[src/rtl/vend_ctrl_if.sv]
// Coin/select/buy inputs and vend/change/status outputs of the
// vending transaction sequencer, bundled for the controller port.
interface vend_ctrl_if;
  logic       coin_half;
  logic       coin_one;
  logic       coin_five;
  logic       coin_ten;
  logic [1:0] sel;
  logic       buy;
  logic       cancel;
  logic [5:0] coin_sum;
  logic       coin_reject;
  logic       vend_pulse;
  logic [1:0] vend_item;
  logic       change_one;
  logic       change_half;
  logic       insufficient;
  logic       busy;

  modport master (
    output coin_half, coin_one, coin_five, coin_ten,
    output sel, buy, cancel,
    input  coin_sum, coin_reject, vend_pulse, vend_item,
    input  change_one, change_half, insufficient, busy
  );

  modport slave (
    input  coin_half, coin_one, coin_five, coin_ten,
    input  sel, buy, cancel,
    output coin_sum, coin_reject, vend_pulse, vend_item,
    output change_one, change_half, insufficient, busy
  );
endinterface

[src/rtl/vend_ctrl.sv]
// Vending transaction sequencer: credit, buy/cancel, vend, timed change.
// Optional VEND_TIMEOUT_REFUND_EN: auto-refund after TIMEOUT_CYC idle cycles.
module vend_ctrl #(
  parameter int PRICE0      = 5,
  parameter int PRICE1      = 10,
  parameter int PRICE2      = 15,
  parameter int PRICE3      = 20,
  parameter int CHANGE_GAP  = 4,
  parameter int TIMEOUT_CYC = 1000
) (
  input logic        clk,
  input logic        rst,
  vend_ctrl_if.slave bus
);
  localparam int GW = $clog2(CHANGE_GAP + 1);

  typedef enum logic [1:0] {
    IDLE, COLLECT, VEND, CHANGE
  } state_t;

  state_t        state_q, state_d;
  logic [5:0]    credit_q, credit_d;
  logic [GW-1:0] gap_q, gap_d;
  logic          rej_q, rej_d;
  logic          vend_q, vend_d;
  logic [1:0]    item_q, item_d;
  logic          one_q, one_d;
  logic          half_q, half_d;
  logic          insuf_q, insuf_d;
  logic          busy_q, busy_d;

  logic       any_coin;
  logic       multi;
  logic [5:0] win_val;
  logic [5:0] price;
  logic [6:0] sum;
  logic       cancel_eff;

`ifdef VEND_TIMEOUT_REFUND_EN
  logic [15:0] to_q, to_d;
  logic        to_fire;

  assign to_fire = (state_q == COLLECT) &&
                   (to_q == 16'(TIMEOUT_CYC - 1));
  assign cancel_eff = bus.cancel | to_fire;

  // Counts only while credit sits untouched in COLLECT.
  always_comb begin
    to_d = '0;
    if (state_q == COLLECT && state_d == COLLECT &&
        !bus.buy && !bus.cancel && credit_d == credit_q)
      to_d = to_q + 16'd1;
  end

  always_ff @(posedge clk or posedge rst) begin
    if (rst) to_q <= '0;
    else     to_q <= to_d;
  end
`else
  assign cancel_eff = bus.cancel;
`endif

  always_comb begin
    any_coin = bus.coin_ten | bus.coin_five |
               bus.coin_one | bus.coin_half;
    multi = (3'(bus.coin_ten) + 3'(bus.coin_five) +
             3'(bus.coin_one) + 3'(bus.coin_half)) > 3'd1;
    if (bus.coin_ten)       win_val = 6'd20;
    else if (bus.coin_five) win_val = 6'd10;
    else if (bus.coin_one)  win_val = 6'd2;
    else if (bus.coin_half) win_val = 6'd1;
    else                    win_val = 6'd0;
    sum = {1'b0, credit_q} + {1'b0, win_val};
    unique case (bus.sel)
      2'd0: price = 6'(PRICE0);
      2'd1: price = 6'(PRICE1);
      2'd2: price = 6'(PRICE2);
      2'd3: price = 6'(PRICE3);
    endcase
  end

  always_comb begin
    state_d  = state_q;
    credit_d = credit_q;
    gap_d    = gap_q;
    rej_d    = 1'b0;
    vend_d   = 1'b0;
    item_d   = 2'd0;
    one_d    = 1'b0;
    half_d   = 1'b0;
    insuf_d  = 1'b0;
    unique case (state_q)
      IDLE, COLLECT: begin
        if (cancel_eff || bus.buy) begin
          rej_d = any_coin;
          if (cancel_eff) begin
            if (state_q == COLLECT) begin
              state_d = CHANGE;
              gap_d   = '0;
            end
          end else if (state_q == COLLECT &&
                       credit_q >= price) begin
            state_d  = VEND;
            vend_d   = 1'b1;
            item_d   = bus.sel;
            credit_d = credit_q - price;
          end else begin
            insuf_d = 1'b1;
          end
        end else if (any_coin) begin
          if (sum > 7'd63) begin
            rej_d = 1'b1;
          end else begin
            credit_d = sum[5:0];
            state_d  = COLLECT;
            rej_d    = multi;
          end
        end
      end
      VEND: begin
        rej_d   = any_coin;
        gap_d   = '0;
        state_d = (credit_q != 6'd0) ? CHANGE : IDLE;
      end
      CHANGE: begin
        rej_d = any_coin;
        if (gap_q == '0) begin
          if (credit_q >= 6'd2) begin
            one_d    = 1'b1;
            credit_d = credit_q - 6'd2;
            gap_d    = GW'(CHANGE_GAP);
          end else if (credit_q == 6'd1) begin
            half_d   = 1'b1;
            credit_d = 6'd0;
            gap_d    = GW'(CHANGE_GAP);
          end else begin
            state_d = IDLE;
          end
        end else begin
          gap_d = gap_q - GW'(1);
        end
      end
    endcase
    busy_d = (state_d == VEND) || (state_d == CHANGE);
  end

  always_ff @(posedge clk or posedge rst) begin
    if (rst) begin
      state_q  <= IDLE;
      credit_q <= '0;
      gap_q    <= '0;
      rej_q    <= 1'b0;
      vend_q   <= 1'b0;
      item_q   <= 2'd0;
      one_q    <= 1'b0;
      half_q   <= 1'b0;
      insuf_q  <= 1'b0;
      busy_q   <= 1'b0;
    end else begin
      state_q  <= state_d;
      credit_q <= credit_d;
      gap_q    <= gap_d;
      rej_q    <= rej_d;
      vend_q   <= vend_d;
      item_q   <= item_d;
      one_q    <= one_d;
      half_q   <= half_d;
      insuf_q  <= insuf_d;
      busy_q   <= busy_d;
    end
  end

  assign bus.coin_sum     = credit_q;
  assign bus.coin_reject  = rej_q;
  assign bus.vend_pulse   = vend_q;
  assign bus.vend_item    = item_q;
  assign bus.change_one   = one_q;
  assign bus.change_half  = half_q;
  assign bus.insufficient = insuf_q;
  assign bus.busy         = busy_q;
endmodule

[src/flat_wrapper.sv]
// flat-port wrapper written by rule: the top's interface ports become plain ports
module vend_ctrl_flat 
#(
  parameter int PRICE0      = 5,
  parameter int PRICE1      = 10,
  parameter int PRICE2      = 15,
  parameter int PRICE3      = 20,
  parameter int CHANGE_GAP  = 4,
  parameter int TIMEOUT_CYC = 1000
)
  (clk, rst, bus_coin_half, bus_coin_one, bus_coin_five, bus_coin_ten, bus_sel, bus_buy, bus_cancel, bus_coin_sum, bus_coin_reject, bus_vend_pulse, bus_vend_item, bus_change_one, bus_change_half, bus_insufficient, bus_busy);
  vend_ctrl_if bus_i ();
  input logic clk;
  input logic rst;
  input wire logic [$bits(bus_i.coin_half)-1:0] bus_coin_half;
  input wire logic [$bits(bus_i.coin_one)-1:0] bus_coin_one;
  input wire logic [$bits(bus_i.coin_five)-1:0] bus_coin_five;
  input wire logic [$bits(bus_i.coin_ten)-1:0] bus_coin_ten;
  input wire logic [$bits(bus_i.sel)-1:0] bus_sel;
  input wire logic [$bits(bus_i.buy)-1:0] bus_buy;
  input wire logic [$bits(bus_i.cancel)-1:0] bus_cancel;
  output wire logic [$bits(bus_i.coin_sum)-1:0] bus_coin_sum;
  output wire logic [$bits(bus_i.coin_reject)-1:0] bus_coin_reject;
  output wire logic [$bits(bus_i.vend_pulse)-1:0] bus_vend_pulse;
  output wire logic [$bits(bus_i.vend_item)-1:0] bus_vend_item;
  output wire logic [$bits(bus_i.change_one)-1:0] bus_change_one;
  output wire logic [$bits(bus_i.change_half)-1:0] bus_change_half;
  output wire logic [$bits(bus_i.insufficient)-1:0] bus_insufficient;
  output wire logic [$bits(bus_i.busy)-1:0] bus_busy;
  assign bus_i.coin_half = bus_coin_half;
  assign bus_i.coin_one = bus_coin_one;
  assign bus_i.coin_five = bus_coin_five;
  assign bus_i.coin_ten = bus_coin_ten;
  assign bus_i.sel = bus_sel;
  assign bus_i.buy = bus_buy;
  assign bus_i.cancel = bus_cancel;
  assign bus_coin_sum = bus_i.coin_sum;
  assign bus_coin_reject = bus_i.coin_reject;
  assign bus_vend_pulse = bus_i.vend_pulse;
  assign bus_vend_item = bus_i.vend_item;
  assign bus_change_one = bus_i.change_one;
  assign bus_change_half = bus_i.change_half;
  assign bus_insufficient = bus_i.insufficient;
  assign bus_busy = bus_i.busy;
  vend_ctrl #(.PRICE0(PRICE0), .PRICE1(PRICE1), .PRICE2(PRICE2), .PRICE3(PRICE3), .CHANGE_GAP(CHANGE_GAP), .TIMEOUT_CYC(TIMEOUT_CYC)) u_core (.clk(clk), .rst(rst), .bus(bus_i));
endmodule
[config.mk]
export PLATFORM = sky130hd
export DESIGN_NAME = vend_ctrl_flat
export DESIGN_NICKNAME = d
export VERILOG_FILES = /design/src/rtl/vend_ctrl_if.sv /design/src/rtl/vend_ctrl.sv /design/src/flat_wrapper.sv
export SDC_FILE = /design/constraint.sdc
export NUM_CORES = 1
export LEC_CHECK = 0
export BUFFER_PORTS_ARGS = -buffer_cell sky130_fd_sc_hd__buf_4
export CAP_MARGIN = 20
export CORE_ASPECT_RATIO = 0.6
export CORE_UTILIZATION = 56
export DETAILED_ROUTE_END_ITERATION = 12
export GPL_TIMING_DRIVEN = 1
export PLACE_DENSITY_LB_ADDON = 0.15
export SLEW_MARGIN = 40
export SYNTH_ARGS = -nofsm -noshare
export SYNTH_HDL_FRONTEND = slang
export SYNTH_SLANG_ARGS = --single-unit
[constraint.sdc]
create_clock -name clk -period 2.93 [get_ports clk]
set_input_delay 0.586 -clock clk [delete_from_list [all_inputs] [get_ports clk]]
set_output_delay 0.586 -clock clk [all_outputs]
set_load 0.02 [all_outputs]
==> results.toml, run 1 <==
[outcome]
result_of_the_run = "finished, final reports clean"

[pwr]
total_power_mw = 1.90
p_leak_nw = 0.943
seqPwrFrac_pct = 25.0
powerDensity_nw_per_um2 = 1010
netSwitchingPower_uw = 895
comb_power_share_pct = 65.3
power_report.internal_total_mw = 1.01
peakVddDrop_v = 0.000584
power_frac_clock_pct = 9.7
power.switching_fraction_pct = 47.0

[detailed_routing]
first_iter_violations = 104
wire_per_inst_um = 16.1
routed_vias = 1457
finalWirelength_um = 3930
post_drt_via_cell_ratio = 5.97
count_of_antenna_violating_nets_left_after_detailed_routing = 0
drt-pass1-iter-count = 4
drc = 0

[cts]
tritoncts = "done"
numClockSinks = 19
clk_root_buffer_cell = "sky130_fd_sc_hd__clkbuf_8"
worst_setup_hold_path_clk_slew_ps = 70
clk_latency_ps = 260
hold_buf_cts = 0
htreeDepth = 1
cts-buffers-inserted = 3
clk_path_buf_depth = 2

[synth]
synth_top_family_by_area = "compound AO/OA/AOI/OAI gates"
synthArstFlopShare_pct = 100
synth.avg_cell_area_sq_um = 8.97
synth-simple-area-share_pct = 17.4
synthDistinctLibCells = 50
synth-main-ff-cell = "sky130_fd_sc_hd__dfrtp_1"
synth_cells = 169
ys_ff_latch = 19
synth_xor_xnor_area_share_pct = 1.73
synth_seq_area_share_pct = 31.4
synth_nets = 199
mappedNetlistArea_sq_um = 1520
synth_compound_area_share_pct = 25.5
post_synth_fa_ha_maj_area_fraction_pct = 17.5
count_of_flip_flops_with_a_built_in_enable_after_synthesis = 0
muxShareOfSynthArea_pct = 0.661
yosysWarningCount = 0

[placement]
placement.io_buffers = 23
detailedPlacementHpwl_um = 3080
gpl.final_weighted_congestion = 0.942

[die]
row_count = 14
top_level_ports = 24
die_height_um = 42.3
die_w_um = 69.2
area_of_the_core_region_sq_um = 2540
floorplan.die_area_sq_um = 2920
initial_utilization_pct = 59.7

[setup_path]
setup.worst_path.class = "input port to flip-flop"
worst_ep_arrival_time_ps = 2930
cp_max_fo = 8
data_required_time_at_the_worst_endpoint_ps = 3100
worstSetupStartpointType = "input port"
worst_setup_path_end_kind = "flip-flop"

[timing]
finalCritPeriodShare_pct = 94.3
setup_viol = 0
maxSlewHeadroom_pct = 52.1
report.final.hold_viol_count = 0
grt_setup_unrepaired = "false"
period_needed_ps = 2760
clock.fmax_ghz = 0.362
final-max-slew-violation-count = 0
fin_skew_ps = 0.736
transition_time_of_the_tightest_slew_check_pin_ps = 718

[finish]
final_nets = 243
post_route_cells_drive_above_1_share_pct = 25.5
postLayoutCoreUtil_pct = 74.5
antenna_cells = 0
area_growth_pct = 24.9
fill_cell_count = 198

[global_route]
globalRouteOverflowTotal = 0
number_of_antenna_violations_at_the_first_check_in_global_routing = 0
grt_first_pass_wirelength_um = 6440
pin_count_of_the_biggest_net_entering_global_routing = 20
grt_pass1_vias = 1441
globalRouteTotalUtil_pct = 28.3

[hold_path]
min_path_type = "input port to asynchronous set/reset pin"

[run]
drv_cap = 0
## state kept, by name (all words and copies together) (netlist names)
register / cells
u_core.bus.change_half: 1
u_core.state_q: 2
u_core.bus.coin_reject: 1
u_core.bus.busy: 1
u_core.bus.insufficient: 1
u_core.gap_q: 3
u_core.bus.vend_pulse: 1
u_core.bus.vend_item: 2
u_core.bus.coin_sum: 6
u_core.bus.change_one: 1
## layout by cell type, fill, tap and decap left out, types with 2 or more instances in the layout
cell type | Yosys | layout
sky130_fd_sc_hd__and2_1 | 3 | 3
sky130_fd_sc_hd__nor3_1 | 3 | 3
sky130_fd_sc_hd__xnor2_1 | 2 | 2
sky130_fd_sc_hd__dfrtp_1 | 19 | 19
sky130_fd_sc_hd__a31oi_1 | 3 | 3
sky130_fd_sc_hd__o22ai_1 | 2 | 2
sky130_fd_sc_hd__a21o_1 | 2 | 2
sky130_fd_sc_hd__clkbuf_8 | 0 | 3
sky130_fd_sc_hd__a211oi_1 | 2 | 2
sky130_fd_sc_hd__nor3b_1 | 2 | 2
sky130_fd_sc_hd__inv_1 | 14 | 14
sky130_fd_sc_hd__o31ai_1 | 3 | 2
sky130_fd_sc_hd__ha_1 | 18 | 18
sky130_fd_sc_hd__a21oi_1 | 12 | 12
sky130_fd_sc_hd__nand2b_1 | 3 | 3
sky130_fd_sc_hd__and3_1 | 2 | 2
sky130_fd_sc_hd__fa_1 | 2 | 2
sky130_fd_sc_hd__nor2_1 | 21 | 21
sky130_fd_sc_hd__o21ai_0 | 14 | 14
sky130_fd_sc_hd__buf_4 | 1 | 43
sky130_fd_sc_hd__nor2b_1 | 2 | 2
sky130_fd_sc_hd__o21ai_1 | 2 | 2
sky130_fd_sc_hd__a2111oi_0 | 2 | 2
sky130_fd_sc_hd__nand2_1 | 7 | 7
## logic make-up (layout without fill, tap and decap cells)
family                   Yosys count  after routing
AO/OA/AOI/OAI                     57             57
AND/OR/NAND/NOR                   51             51
adder cells (fa/ha/maj)           20             20
flip-flops                        19             19
buffers and inverters             18             61
XOR/XNOR                           3              3
multiplexers                       1              1
## Yosys cell counts (all sizes together) (2+ instances only)
library cell	count	area share (%)
a2111oi	2	1.2
a211oi	3	1.8
a21o	2	0.99
a21oi	12	4.0
a31oi	3	1.2
and2	3	1.2
and3	2	0.83
buf	4	2.3
dfrtp	19	31
fa	2	2.6
ha	18	15
inv	14	3.5
nand2	7	1.7
nand2b	3	1.2
nor2	22	5.6
nor2b	2	0.83
nor3	4	1.7
nor3b	2	0.99
o21ai	16	5.3
o22ai	2	0.83
o31ai	3	1.5
o32ai	2	1.7
xnor2	2	1.2
## worst max-delay path, stage by stage
cell and delay (ps):
sky130_fd_sc_hd__buf_4 80, sky130_fd_sc_hd__nor2_1 40, sky130_fd_sc_hd__and3_1 170, sky130_fd_sc_hd__ha_1 210
sky130_fd_sc_hd__fa_1 390, sky130_fd_sc_hd__a21o_1 190, sky130_fd_sc_hd__a311o_1 380, sky130_fd_sc_hd__a211oi_2 290
sky130_fd_sc_hd__o31ai_2 180, sky130_fd_sc_hd__buf_4 180, sky130_fd_sc_hd__o32ai_2 230
## power groups by stage
stage	clock, mW	sequential [mW]	combinational [mW]
5_1_grt	0.199	0.483	1.36
3_5_place_dp	0	0.473	1.20
3_3_place_gp	0	0.472	1.16
6_report	0.185	0.476	1.24
4_1_cts	0.187	0.468	1.22
2_1_floorplan	0	0.492	0.774
## path summary, 6_finish.rpt
| check | startpoint | slack [ps] | end | cells after the start |
|---|---|---|---|---|
| hold reg to reg | u_core.gap_q[0] | 530 | u_core.gap_q[0] | 1 |
| max in group asynchronous | rst | 2030 | u_core.bus.coin_sum[3] | 2 |
| setup / recovery | bus_coin_five | 170 | u_core.bus.coin_sum[0] | 11 |
| min in group clk | u_core.gap_q[0] | 530 | u_core.gap_q[0] | 1 |
| hold / removal | rst | 450 | u_core.bus.coin_reject | 2 |
| setup reg to reg | u_core.bus.coin_sum[0] | 310 | u_core.bus.coin_sum[0] | 8 |
## metrics by stage
step	setup TNS [ps]	worst slack [ps]	cells	hold slack, ps	instance area, sq um
final	0	167	244	447	1890
after global routing	0	56.6	244	515	1890
after CTS	0	49.3	244	484	1890
after detailed placement	-647	-221	240	507	1840
after global placement	-190	-96.3	240	500	1840
after floorplan	0	165	169	480	1520
## routing by layer
layer  track usage [%]  part of all wire [%]  vias to the layer above
li1                  -                     -                      701
met1              38.1                    46                      684
met2              46.4                    44                       61
met3              6.25                   8.0                       11
met4              8.16                   1.5                        0
met5                 0                     0                        -
## layout make-up
type / instances / area [sq um] / share of cell area (%)
clock buffers: 4 / 45.0 / 2.38
inverters: 14 / 52.6 / 2.78
multi-input cells: 132 / 957 / 50.6
flip-flops and latches: 19 / 475 / 25.1
well taps: 32 / 40.0 / 2.11
repair buffers: 43 / 323 / 17.1
## repair_timing
item	in CTS	in global routing
endpoints found under the setup margin	0	4
buffers inserted	0	0
gates resized for setup	0	1
Note: power is estimated with default switching activity, not from simulation.
==> run 2, diff against run 1 <==
CAP_MARGIN = unset   (was 20)
PLACE_DENSITY = 0.83   (was unset)
PLACE_DENSITY_LB_ADDON = unset   (was 0.15)
==> run 2 against run 1 <==
Compared with the run above: clock skew rose by 2.9 ps; worst setup slack got worse by 48 ps; sequential share of layout area rose by 1.5 points; critical path depth rose by 1; die area did not move; sequential power rose by 2%; cell count fell by 5.7%; first-iteration DRC count fell by 12%; global-route usage rose by 2.1 points; total power fell by 4.7%; largest cell class unchanged; largest power group unchanged.
==> results.toml, run 2 (synthesis gave the netlist of run 1 again) <==
[timing]
transition_time_of_the_tightest_slew_check_pin_ps = 689
fin_skew_ps = 3.64
finalCritPeriodShare_pct = 95.9
grt_setup_unrepaired = "false"
maxSlewHeadroom_pct = 52.8
clock.fmax_ghz = 0.356
setup_tns_ps = 0
period_needed_ps = 2810
setup_viol = 0
final-max-slew-violation-count = 0
report.final.hold_viol_count = 0

[setup_path]
cp_max_fo = 11
path_buf_inv = 2
path_delay_family = "compound AO/OA/AOI/OAI gates"
worstSetupStartpointType = "input port"
worst_path_largest_cell_delay_ps = 420
data_required_time_at_the_worst_endpoint_ps = 3070
worst_setup_path_end_kind = "flip-flop"
setup.worst_path.class = "input port to flip-flop"
cpMostUsedCell = "sky130_fd_sc_hd__buf_4"
crit_path_top_delay_cell = "sky130_fd_sc_hd__fa_1"
crit_path_cell_trace = "buf_4 > nor2_1 > and3_1 > ha_1 > fa_1 > a21o_1 > a311o_1 > a211oi_2 > o31ai_1 > buf_4 > o21ai_0 > o21ai_1"
worst_ep_arrival_time_ps = 2950

[die]
floorplan.die_area_sq_um = 2920
area_of_the_core_region_sq_um = 2540
initial_utilization_pct = 59.7
top_level_ports = 24
die_w_um = 69.2
row_count = 14
die_height_um = 42.3

[cts]
clk_root_buffer_cell = "sky130_fd_sc_hd__clkbuf_8"
clk_latency_ps = 260
cts_setup_buffers = 0
numClockSinks = 19
hold_buf_cts = 0
worst_setup_hold_path_clk_slew_ps = 70
number_of_resized_instances_in_the_post_cts_repair_step = 0
tritoncts = "done"
cts-buffers-inserted = 3
clk_path_buf_depth = 2
htreeDepth = 1

[placement]
cell_count_after_placement = 226
detailedPlacementHpwl_um = 3120
gpl.final_weighted_congestion = 0.978
placement.io_buffers = 23

[outcome]
result_of_the_run = "finished, final reports clean"

[detailed_routing]
finalWirelength_um = 4050
drt-pass1-iter-count = 4
routed_vias = 1456
first_iter_violations = 92
wire_per_inst_um = 17.6
drc = 0
count_of_antenna_violating_nets_left_after_detailed_routing = 0
post_drt_via_cell_ratio = 6.33

[run]
drv_cap = 0

[global_route]
globalRouteTotalUtil_pct = 30.5
pin_count_of_the_biggest_net_entering_global_routing = 20
grt_first_pass_wirelength_um = 6690
globalRouteOverflowTotal = 0
number_of_antenna_violations_at_the_first_check_in_global_routing = 0
grt_pass1_vias = 1402

[finish]
layout.cells.most_common_list = "sky130_fd_sc_hd__buf_4 (29), sky130_fd_sc_hd__nor2_1 (21), sky130_fd_sc_hd__dfrtp_1 (19)"
largest_register_ff_count = 6
mostFrequentLayoutCell = "sky130_fd_sc_hd__buf_4"
antenna_cells = 0
final_cells = 230
post_route_cells_drive_above_1_share_pct = 20.2
postLayoutCoreUtil_pct = 70.2
final_nets = 229
area_growth_pct = 17.8

[pwr]
power_report.internal_total_uw = 912
comb_power_share_pct = 63.1
power_frac_clock_pct = 10.0
seqPwrFrac_pct = 26.9
total_power_mw = 1.81
power.switching_fraction_pct = 49.7
netSwitchingPower_uw = 902
powerDensity_nw_per_um2 = 1020
p_leak_nw = 0.877
peakVddDrop_v = 0.000513

[hold_path]
min_path_type = "input port to asynchronous set/reset pin"
==> run 2: path summary, 6_finish.rpt <==
check / startpoint / to / slack (ps) / cells past startpoint
hold / removal: rst / u_core.bus.change_half / 440 / 2
min in group clk: u_core.gap_q[2] / u_core.gap_q[1] / 520 / 1
hold reg to reg: u_core.gap_q[2] / u_core.gap_q[1] / 520 / 1
setup reg to reg: u_core.bus.coin_sum[0] / u_core.bus.coin_sum[3] / 260 / 9
setup / recovery: bus_coin_one / u_core.bus.coin_sum[3] / 120 / 12
max in group asynchronous: rst / u_core.state_q[1] / 2040 / 2
==> run 2: final cells by class <==
cell class / instances / area, sq um
clock buffer: 3 / 41.3
clock inverter: 1 / 5.00
fill: 182 / 756
inverter: 14 / 52.6
multi-input combinational: 132 / 952
sequential: 19 / 475
tap: 32 / 40.0
timing repair buffer: 29 / 218
==> run 2: per-layer routing <==
layer	wire, um	part of all wire, %	vias up	GRT usage [%]
met5	0	0	-	0
met4	87	2.1	0	12.2
met3	434	11	13	6.73
met1	1780	44	682	41.2
met2	1740	43	83	48.0
li1	-	-	678	-
==> run 2: power by group through the flow <==
stage | logic, mW | registers, mW | clock network (mW)
after floorplan | 0.774 | 0.492 | 0
after global placement | 1.04 | 0.478 | 0
after detailed placement | 1.10 | 0.485 | 0
after CTS | 1.12 | 0.482 | 0.183
after global routing | 1.25 | 0.499 | 0.193
final | 1.14 | 0.487 | 0.182
==> run 2: stage by stage <==
stage	hold slack [ps]	setup WS, ps	area [sq um]
after floorplan	480	165	1520
after global placement	501	37.6	1740
after detailed placement	508	-154	1740
after CTS	464	113	1780
after global routing	503	0.843	1780
final	440	119	1780
